==> src/rtl/uart_pkg.sv <==
// Shared UART definitions used by both the RX and TX sides:
// FSM state encoding, default line parameters and the baud divider calculation.
package uart_pkg;

    typedef enum logic [2:0] {
        ST_IDLE      = 3'd0,
        ST_START     = 3'd1,
        ST_DATA      = 3'd2,
        ST_STOP      = 3'd3,
        ST_WAIT_HIGH = 3'd4
    } uart_state_t;

    localparam int UART_CLK_FREQ   = 90000000;
    localparam int UART_BAUD       = 9600;
    localparam int UART_OVERSAMPLE = 16;

    // Clocks per oversample tick, rounded to nearest.
    function automatic int uart_div(input int clk_freq, input int baud, input int oversample);
        return (clk_freq + (baud * oversample) / 2) / (baud * oversample);
    endfunction

endpackage

==> src/rtl/uart_baud_tick.sv <==
// Oversample tick generator: counts 0..DIV-1 and pulses tick on DIV-1.
// Holding en low parks the counter at 0 so the phase restarts from the enable edge.
module uart_baud_tick
    import uart_pkg::*;
#(
    parameter int CLK_FREQ   = UART_CLK_FREQ,
    parameter int BAUD       = UART_BAUD,
    parameter int OVERSAMPLE = UART_OVERSAMPLE
) (
    input  logic clk,
    input  logic resetn,
    input  logic en,
    output logic tick
);

    localparam int DIV = uart_div(CLK_FREQ, BAUD, OVERSAMPLE);
    localparam int CW  = (DIV > 1) ? $clog2(DIV) : 1;

    logic [CW-1:0] r_cnt;
    logic          w_last;

    assign w_last = (r_cnt == CW'(DIV - 1));
    assign tick   = en && w_last;

    always_ff @(posedge clk) begin
        if (!resetn || !en) begin
            r_cnt <= '0;
        end else if (w_last) begin
            r_cnt <= '0;
        end else begin
            r_cnt <= r_cnt + CW'(1);
        end
    end

endmodule

==> src/rtl/uart_rx_core.sv <==
// UART 8N1 receive front end: synchronises rxd, majority-votes three mid-bit samples,
// deframes the byte and presents it with a sticky ready flag plus error/overrun pulses.
module uart_rx_core
    import uart_pkg::*;
#(
    parameter int CLK_FREQ   = UART_CLK_FREQ,
    parameter int BAUD       = UART_BAUD,
    parameter int OVERSAMPLE = UART_OVERSAMPLE
) (
    input  logic       clk,
    input  logic       resetn,
    input  logic       rxd,
    input  logic       rx_clear,
    output logic       rx_ready,
    output logic [7:0] rx_data,
    output logic       rx_frame_err,
    output logic       rx_overrun,
    output logic       rx_idle
);

    localparam int M  = OVERSAMPLE / 2;
    localparam int SW = $clog2(OVERSAMPLE);

    uart_state_t r_state, w_state_nxt;

    logic          r_rxd_meta, r_rxd_s;
    logic [SW-1:0] r_s, w_s_next;
    logic [2:0]    r_bit;
    logic [1:0]    r_smp;
    logic [7:0]    r_shift, r_data;
    logic          r_ready, r_ferr, r_ovr;

    logic w_en, w_tick, w_wrap, w_vote_evt, w_vote;
    logic w_shift_en, w_capture, w_ferr;

    assign w_en = (r_state == ST_START) || (r_state == ST_DATA) || (r_state == ST_STOP);

    uart_baud_tick #(
        .CLK_FREQ   (CLK_FREQ),
        .BAUD       (BAUD),
        .OVERSAMPLE (OVERSAMPLE)
    ) u_baud_tick (
        .clk    (clk),
        .resetn (resetn),
        .en     (w_en),
        .tick   (w_tick)
    );

    assign w_s_next   = (r_s == SW'(OVERSAMPLE - 1)) ? '0 : r_s + SW'(1);
    assign w_wrap     = w_tick && (r_s == SW'(OVERSAMPLE - 1));
    // The vote resolves on the tick that takes s to M+1; rxd_s is the third sample.
    assign w_vote_evt = w_tick && (r_s == SW'(M));
    assign w_vote     = (r_smp[0] & r_smp[1]) | (r_smp[0] & r_rxd_s) | (r_smp[1] & r_rxd_s);

    always_ff @(posedge clk) begin
        if (!resetn) begin
            r_state <= ST_IDLE;
        end else begin
            r_state <= w_state_nxt;
        end
    end

    always_comb begin
        w_state_nxt = r_state;
        w_shift_en  = 1'b0;
        w_capture   = 1'b0;
        w_ferr      = 1'b0;
        case (r_state)
            ST_IDLE: begin
                if (!r_rxd_s) w_state_nxt = ST_START;
            end
            ST_START: begin
                if (w_vote_evt && w_vote) w_state_nxt = ST_IDLE;
                else if (w_wrap)          w_state_nxt = ST_DATA;
            end
            ST_DATA: begin
                w_shift_en = w_vote_evt;
                if (w_wrap && (r_bit == 3'd7)) w_state_nxt = ST_STOP;
            end
            ST_STOP: begin
                if (w_vote_evt) begin
                    if (w_vote) begin
                        w_capture   = 1'b1;
                        w_state_nxt = ST_IDLE;
                    end else begin
                        w_ferr      = 1'b1;
                        w_state_nxt = ST_WAIT_HIGH;
                    end
                end
            end
            ST_WAIT_HIGH: begin
                if (r_rxd_s) w_state_nxt = ST_IDLE;
            end
            default: w_state_nxt = ST_IDLE;
        endcase
    end

    always_ff @(posedge clk) begin
        if (!resetn) begin
            r_rxd_meta <= 1'b1;
            r_rxd_s    <= 1'b1;
            r_s        <= '0;
            r_bit      <= 3'd0;
            r_smp      <= 2'b11;
            r_shift    <= 8'h00;
            r_data     <= 8'h00;
            r_ready    <= 1'b0;
            r_ferr     <= 1'b0;
            r_ovr      <= 1'b0;
        end else begin
            r_rxd_meta <= rxd;
            r_rxd_s    <= r_rxd_meta;

            if (!w_en) begin
                r_s <= '0;
            end else if (w_tick) begin
                r_s <= w_s_next;
            end

            if (w_tick && (r_s == SW'(M - 2))) r_smp[0] <= r_rxd_s;
            if (w_tick && (r_s == SW'(M - 1))) r_smp[1] <= r_rxd_s;

            if (r_state != ST_DATA) begin
                r_bit <= 3'd0;
            end else if (w_wrap) begin
                r_bit <= r_bit + 3'd1;
            end

            if (w_shift_en) r_shift <= {w_vote, r_shift[7:1]};
            if (w_capture)  r_data  <= r_shift;

            // Set beats clear when both land in the same cycle.
            if (w_capture) begin
                r_ready <= 1'b1;
            end else if (rx_clear) begin
                r_ready <= 1'b0;
            end

            r_ferr <= w_ferr;
            r_ovr  <= w_capture && r_ready && !rx_clear;
        end
    end

    assign rx_ready     = r_ready;
    assign rx_data      = r_data;
    assign rx_frame_err = r_ferr;
    assign rx_overrun   = r_ovr;
    assign rx_idle      = (r_state == ST_IDLE) && r_rxd_s;

endmodule

==> config.mk <==
export PLATFORM = sky130hd
export DESIGN_NAME = uart_rx_core
export DESIGN_NICKNAME = d
export VERILOG_FILES = /design/src/rtl/uart_pkg.sv /design/src/rtl/uart_baud_tick.sv /design/src/rtl/uart_rx_core.sv
export SDC_FILE = /design/constraint.sdc
export NUM_CORES = 1
export LEC_CHECK = 0
export CAP_MARGIN = 25
export CELL_PAD_IN_SITES_DETAIL_PLACEMENT = 0
export CELL_PAD_IN_SITES_GLOBAL_PLACEMENT = 2
export CORE_ASPECT_RATIO = 0.5
export CORE_UTILIZATION = 35
export DETAILED_ROUTE_END_ITERATION = 6
export PLACE_DENSITY_LB_ADDON = 0.1
export SYNTH_ARGS = -nofsm -noshare
export SYNTH_HDL_FRONTEND = slang
export SYNTH_HIERARCHICAL = 1
export SYNTH_SLANG_ARGS = --single-unit
==> constraint.sdc <==
create_clock -name clk -period 2.3 [get_ports clk]
set_clock_uncertainty 0.05 [all_clocks]
set_input_delay 0.575 -clock clk [delete_from_list [all_inputs] [get_ports clk]]
set_output_delay 0.575 -clock clk [all_outputs]
set_load 0.005 [all_outputs]
**Word level (Yosys, flattened, before mapping)**

Index checks and enable logic that the tools add are counted.

- $add $sub $neg: 3
- Equality and inequality tests: 16
- Mux-type cells: 16
- Bitwise gates (word level): 6
- Reduce and logical (&&, ||, !) cells: 23

Operators with widths:

| kind | number |
|---|---|
| 3-bit two-way mux | 7 |
| 3-bit case mux with 5 select lines | 1 |
| 10-bit by 1-bit adder with 10-bit output (second input constant) | 1 |
| 10-bit == test (second input constant) | 1 |
| 1-bit logical AND | 10 |
| 4-bit by 3-bit == test with 1-bit output (second input constant) | 2 |
| 4-bit == test (second input constant) | 2 |
| 1-bit two-way mux | 7 |
| 3-bit by 2-bit == test with 1-bit output (second input constant) | 2 |
| 3-bit == test (second input constant) | 2 |
| 2-bit != test (second input constant) | 3 |
| 3-bit by 2-bit != test with 1-bit output (second input constant) | 2 |
| 5-bit AND reduction | 1 |
| 4-bit by 1-bit adder with 4-bit output (second input constant) | 1 |
| 4-bit two-way mux | 1 |
| 2-bit OR reduction | 2 |
| 3-bit by 1-bit adder with 3-bit output (second input constant) | 1 |
| 1-bit bitwise AND | 3 |
| 3-bit by 1-bit == test with 1-bit output (second input constant) | 1 |
| 1-bit zero test | 3 |
| 3-bit zero test | 1 |
| 1-bit logical OR | 3 |
| 3-bit AND reduction | 1 |
| 2-bit by 1-bit != test with 1-bit output (second input constant) | 1 |
| 4 further kinds | 5 |

- Flip-flop bits (word level): 43
- Input port bits: 4
- Output and inout port bits: 12
- Word-level logic and storage cells: 77

**Logic depth before layout (Yosys ltp)**

- Depth in word-level cells: 9
- Depth in mapped cells: 12
- Gate-level depth less buffers: 9

**Cells and area by module**

Netlist, hierarchy kept.

Modules (own cells, without submodules):

| module | times used | cells each | area an instance (µm²) | sequential area each (µm²) |
|---|---|---|---|---|
| uart_rx_core | 1 | 164 | 1456.4 | 660.6 |
| uart_baud_tick | 1 | 50 | 466.7 | 200.2 |

**Worst setup path after synthesis**

Ideal clock, no wire load.

- Path kind: reg2reg
- Start point: register u_baud_tick.r_cnt[3]
- End point: register r_data[0], in the netlist rx_data[0]
- Setup time: 0.128 ns
- Arrival time: 1.867 ns
- Data required time: 2.122 ns
- Setup slack: 0.256 ns
- Stages on the path, launching flop included: 11
- Path buffers: 3
- Cell sequence: dfxtp_1 -> or3b_1 -> nor4_1 -> and2_1 -> buf_4 -> and4b_1 -> buf_6 -> nand3_2 -> buf_6 -> mux2i_1 -> nor2_1

- Word-level cells in the longest chain between the ends: 5

Ends and longest elaborated chain:

| what | RTL line | text |
|---|---|---|
| from (decl) | uart_baud_tick.sv:19 | `logic [CW-1:0] r_cnt;` |
| from (signal assigned) | uart_baud_tick.sv:31 | `r_cnt <= r_cnt + CW'(1);` |
| 10-bit == test | uart_baud_tick.sv:22 | `assign w_last = (r_cnt == CW'(DIV - 1));` |
| 1-bit logical AND | uart_baud_tick.sv:23 | `assign tick = en && w_last;` |
| via w_tick | uart_rx_core.sv:33 | `logic w_en, w_tick, w_wrap, w_vote_evt, w_vote;` |
| 1-bit logical AND | uart_rx_core.sv:52 | `assign w_vote_evt = w_tick && (r_s == SW'(M));` |
| 1-bit two-way mux | uart_rx_core.sv:81 | `if (w_vote_evt) begin` |
| 1-bit two-way mux | uart_rx_core.sv:68 | `case (r_state)` |
| to (signal assigned) | uart_rx_core.sv:130 | `if (w_capture) r_data <= r_shift;` |
| to (decl) | uart_rx_core.sv:30 | `logic [7:0] r_shift, r_data;` |

The timed path passes the listed nets, and every way through them passes these cells.
A chain may end at the register's enable or synchronous reset.

**Worst setup path after layout**

- Start point: register r_state[2]
- End point: output port rx_idle

- Word-level cells in the longest chain between the ends: 2

Ends and longest elaborated chain:

| what | RTL line | text |
|---|---|---|
| from (decl) | uart_rx_core.sv:24 | `uart_state_t r_state, w_state_nxt;` |
| from (signal assigned) | uart_rx_core.sv:59 | `r_state <= w_state_nxt;` |
| 3-bit zero test | uart_rx_core.sv:148 | `assign rx_idle = (r_state == ST_IDLE) && r_rxd_s;` |
| 1-bit logical AND | uart_rx_core.sv:148 |  |
| to (decl) | uart_rx_core.sv:18 | `output logic rx_idle` |

Every way passes these cells.

==> metrics.csv <==
stage;metric;value;unit
drt;wire_per_inst;12.2;um
sta;finalSetupViolations;0;
drt;num_vias;1552;
placed_design;dp_hpwl;2.71;mm
clock_network;cts_max_path_buffers;2;
sta;slew_violations;0;
yosys;synth-simple-area-share;0.251;
setup_path;crit_start;r_state[2];
yosys;synth_compound_area_frac;0.122;
yosys;synthXorXnorAreaFrac;0.0228;
power_and_ir_drop;vdd_drop_max;183;uV
clock_network;tritoncts;built;
sta;fmax;458;MHz
yosys;synth_nets;225;
global_routing;grt_max_degree;20;
placed_design;gp_congestion;0.730;
flow_run;maxCapViolCount;0;
drt;firstDrtPassIters;4;
setup_path;end_kind;primary output;
floorplan;die_area;0.00581;mm^2
placed_design;postPlaceCellArea;0.00221;mm^2
setup_path;cp.required;1670;ps
global_routing;grtUsageTotal;0.147;
global_routing;grt_pass1_wl;6.49;mm
clock_network;htree_levels;2;
layout;nets;251;
setup_path;reg2reg_slack;150;ps
global_routing;antenna_found_initial;0;
yosys;synth_area;0.00192;mm^2
setup_path;cp.arrival;1560;ps
hold_path;hold_path_class;reg -> reg;
sta;hold_viol;0;
yosys;muxShareOfSynthArea;0.0468;
clock_network;postCtsSetupBuffers;0;
clock_network;cts.sinks;43;
setup_path;critPathMaxFanout;10;
placed_design;port_buffers;15;
layout;fillers;526;
global_routing;grt_overflow;0;
drt;drt_iter0_drc;45;
setup_path;critPathKind;reg -> out;
clock_network;root_buffer;clkbuf_8;
drt;antenna_left;0;
yosys;synth-adder-area-share;0.0514;
floorplan;rows;18;
sta;rsz0062_at_grt;false;
clock_network;clock_latency;280;ps
clock_network;cts_buffers;5;
power_and_ir_drop;pwr_density_cell;534;mW/mm^2
hold_path;min_from;r_rxd_meta;
sta;period_needed;2180;ps
power_and_ir_drop;p_total;1.23;mW
yosys;synth_edf_count;0;
setup_path;timing.rr.start;u_baud_tick/r_cnt[8];
sta;fin_ws;119;ps
power_and_ir_drop;leakage;0.838;nW
yosys;postSynthCellCount;214;
layout;fin_cells;309;
status;status;finished clean;
floorplan;fp.dieW;107;um
sta;relSlewSlack;0.733;
sta;tightest_slew;400;ps
drt;routed_wl;3.78;mm
floorplan;ioPinCount;16;
sta;finalSetupTns;0;ps
floorplan;core_area;0.00511;mm^2
floorplan;die_h;54.4;um
drt;drc;0;
layout;synthToLayoutAreaGrowth;19.3;%
yosys;ys.flop_type;dfxtp_1;
clock_network;clk_pin_slew;80;ps
yosys;synthTopCellsByArea;dfxtp_1 45%, a21oi_1 4.9%, mux2i_1 4.7%;
clock_network;ctsHoldBuffers;0;
yosys;async_flop_share;0;
layout;postLayoutCoreUtil;0.449;
yosys;ys_seq_area_frac;0.448;
layout;drive_gt1_frac;0.121;
global_routing;first_global_vias;1393;
setup_path;worstSetupStartpointType;flop;
layout;diodes;0;
layout;final_area;0.00229;mm^2
placed_design;dp_slack;163;ps
yosys;synth_seq_cells;43;
drt;via_per_inst;5.02;
yosys;synth.distinct_cells;44;
floorplan;start_util;0.376;
sta;fin_crit_sh;0.948;
yosys;synth_area_per_cell;8.99;um^2
yosys;yosysTopAreaCellShare;0.448;
placed_design;dp.cells;303;
yosys;yosysWarnings;6;
yosys;synth_top_family_by_area;simple AND/OR/NAND/NOR gates;
sta;holdWs;381;ps
yosys;synth_top_area_cell;dfxtp_1;
==> metal layers <==
layer | track usage | vias up | part of all wire
li1 | - | 800 | -
met4 | 0.0411 | 0 | 0.0045
met3 | 0.0464 | 2 | 0.040
met5 | 0 | - | 0
met2 | 0.257 | 23 | 0.44
met1 | 0.180 | 727 | 0.51
==> repair_timing <==
action | CTS | global route
resized for setup | 0 | 2
endpoints found under the hold margin | 0 | 0
endpoints found under the setup margin | 0 | 2
==> Yosys cell counts, drive strengths merged (2+ instances only) <==
cell and n:
a21oi 19, xnor2 3, ha 7, and3b 2, nand2 22, mux2i 9
nor2 19, a211oi 6, clkbuf 2, nand3 19, or3 4, o21ai 5
inv 9, nand4 3, dfxtp 43, nand2b 3, xor2 2, nor3 8
buf 10
==> flip-flops by register name (all words and copies together), names as in the netlist <==
signal,flops
rx_ready,1
u_baud_tick/r_cnt,10
r_shift,8
rx_frame_err,1
r_rxd_meta,1
r_smp,2
rx_data,8
r_state,3
r_s,4
r_rxd_s,1
rx_overrun,1
r_bit,3
==> path summary, 6_finish.rpt <==
| path | to | cells after the start |
|---|---|---|
| worst max-delay path | rx_idle | 2 |
| worst max register to register | r_state[0] | 7 |
| worst min-delay path | r_rxd_s | 1 |
| worst min register to register | r_rxd_s | 1 |
==> cell type report <==
cell class                 instances  area, um^2  area share
tap                               70        87.6      0.0382
inverter                           9        33.8      0.0147
sequential                        43         861       0.375
multi-input combinational        150         957       0.417
timing repair buffer              31         283       0.123
clock buffer                       6        72.6      0.0316
==> critical path, stage by stage (launching register included) <==
cell,delay (ps)
dfxtp_1,430
nor4b_2,310
clkdlybuf4s50_1,530
==> logic make-up (layout without fill, tap and decap cells) <==
group / count (synthesis) / after routing
simple gates: 91 / 91
flops: 43 / 43
mux: 9 / 9
compound gates: 37 / 37
fa+ha+maj: 8 / 8
xor+xnor: 5 / 5
buf+inv: 21 / 46
==> power breakdown <==
group / leakage (nW) / total, mW / internal (mW) / switching (mW)
clock: 0.0371 / 0.436 / 0.203 / 0.233
combinational: 0.454 / 0.0411 / 0.0193 / 0.0218
sequential: 0.347 / 0.749 / 0.747 / 0.00177
total: 0.838 / 1.23 / 0.969 / 0.257
==> cell usage in the layout, fill, tap and decap left out, types with 3 or more instances in the layout <==
cell type / instances
a211oi_1: 5
a21oi_1: 19
buf_4: 15
clkbuf_8: 5
clkdlybuf4s50_1: 15
dfxtp_1: 43
ha_1: 7
inv_1: 9
mux2i_1: 9
nand2_1: 22
nand2b_1: 3
nand3_1: 18
nor2_1: 19
nor3_1: 7
o21ai_0: 5
or3_1: 4
xnor2_1: 3
Power figures use the tool's default switching activity.
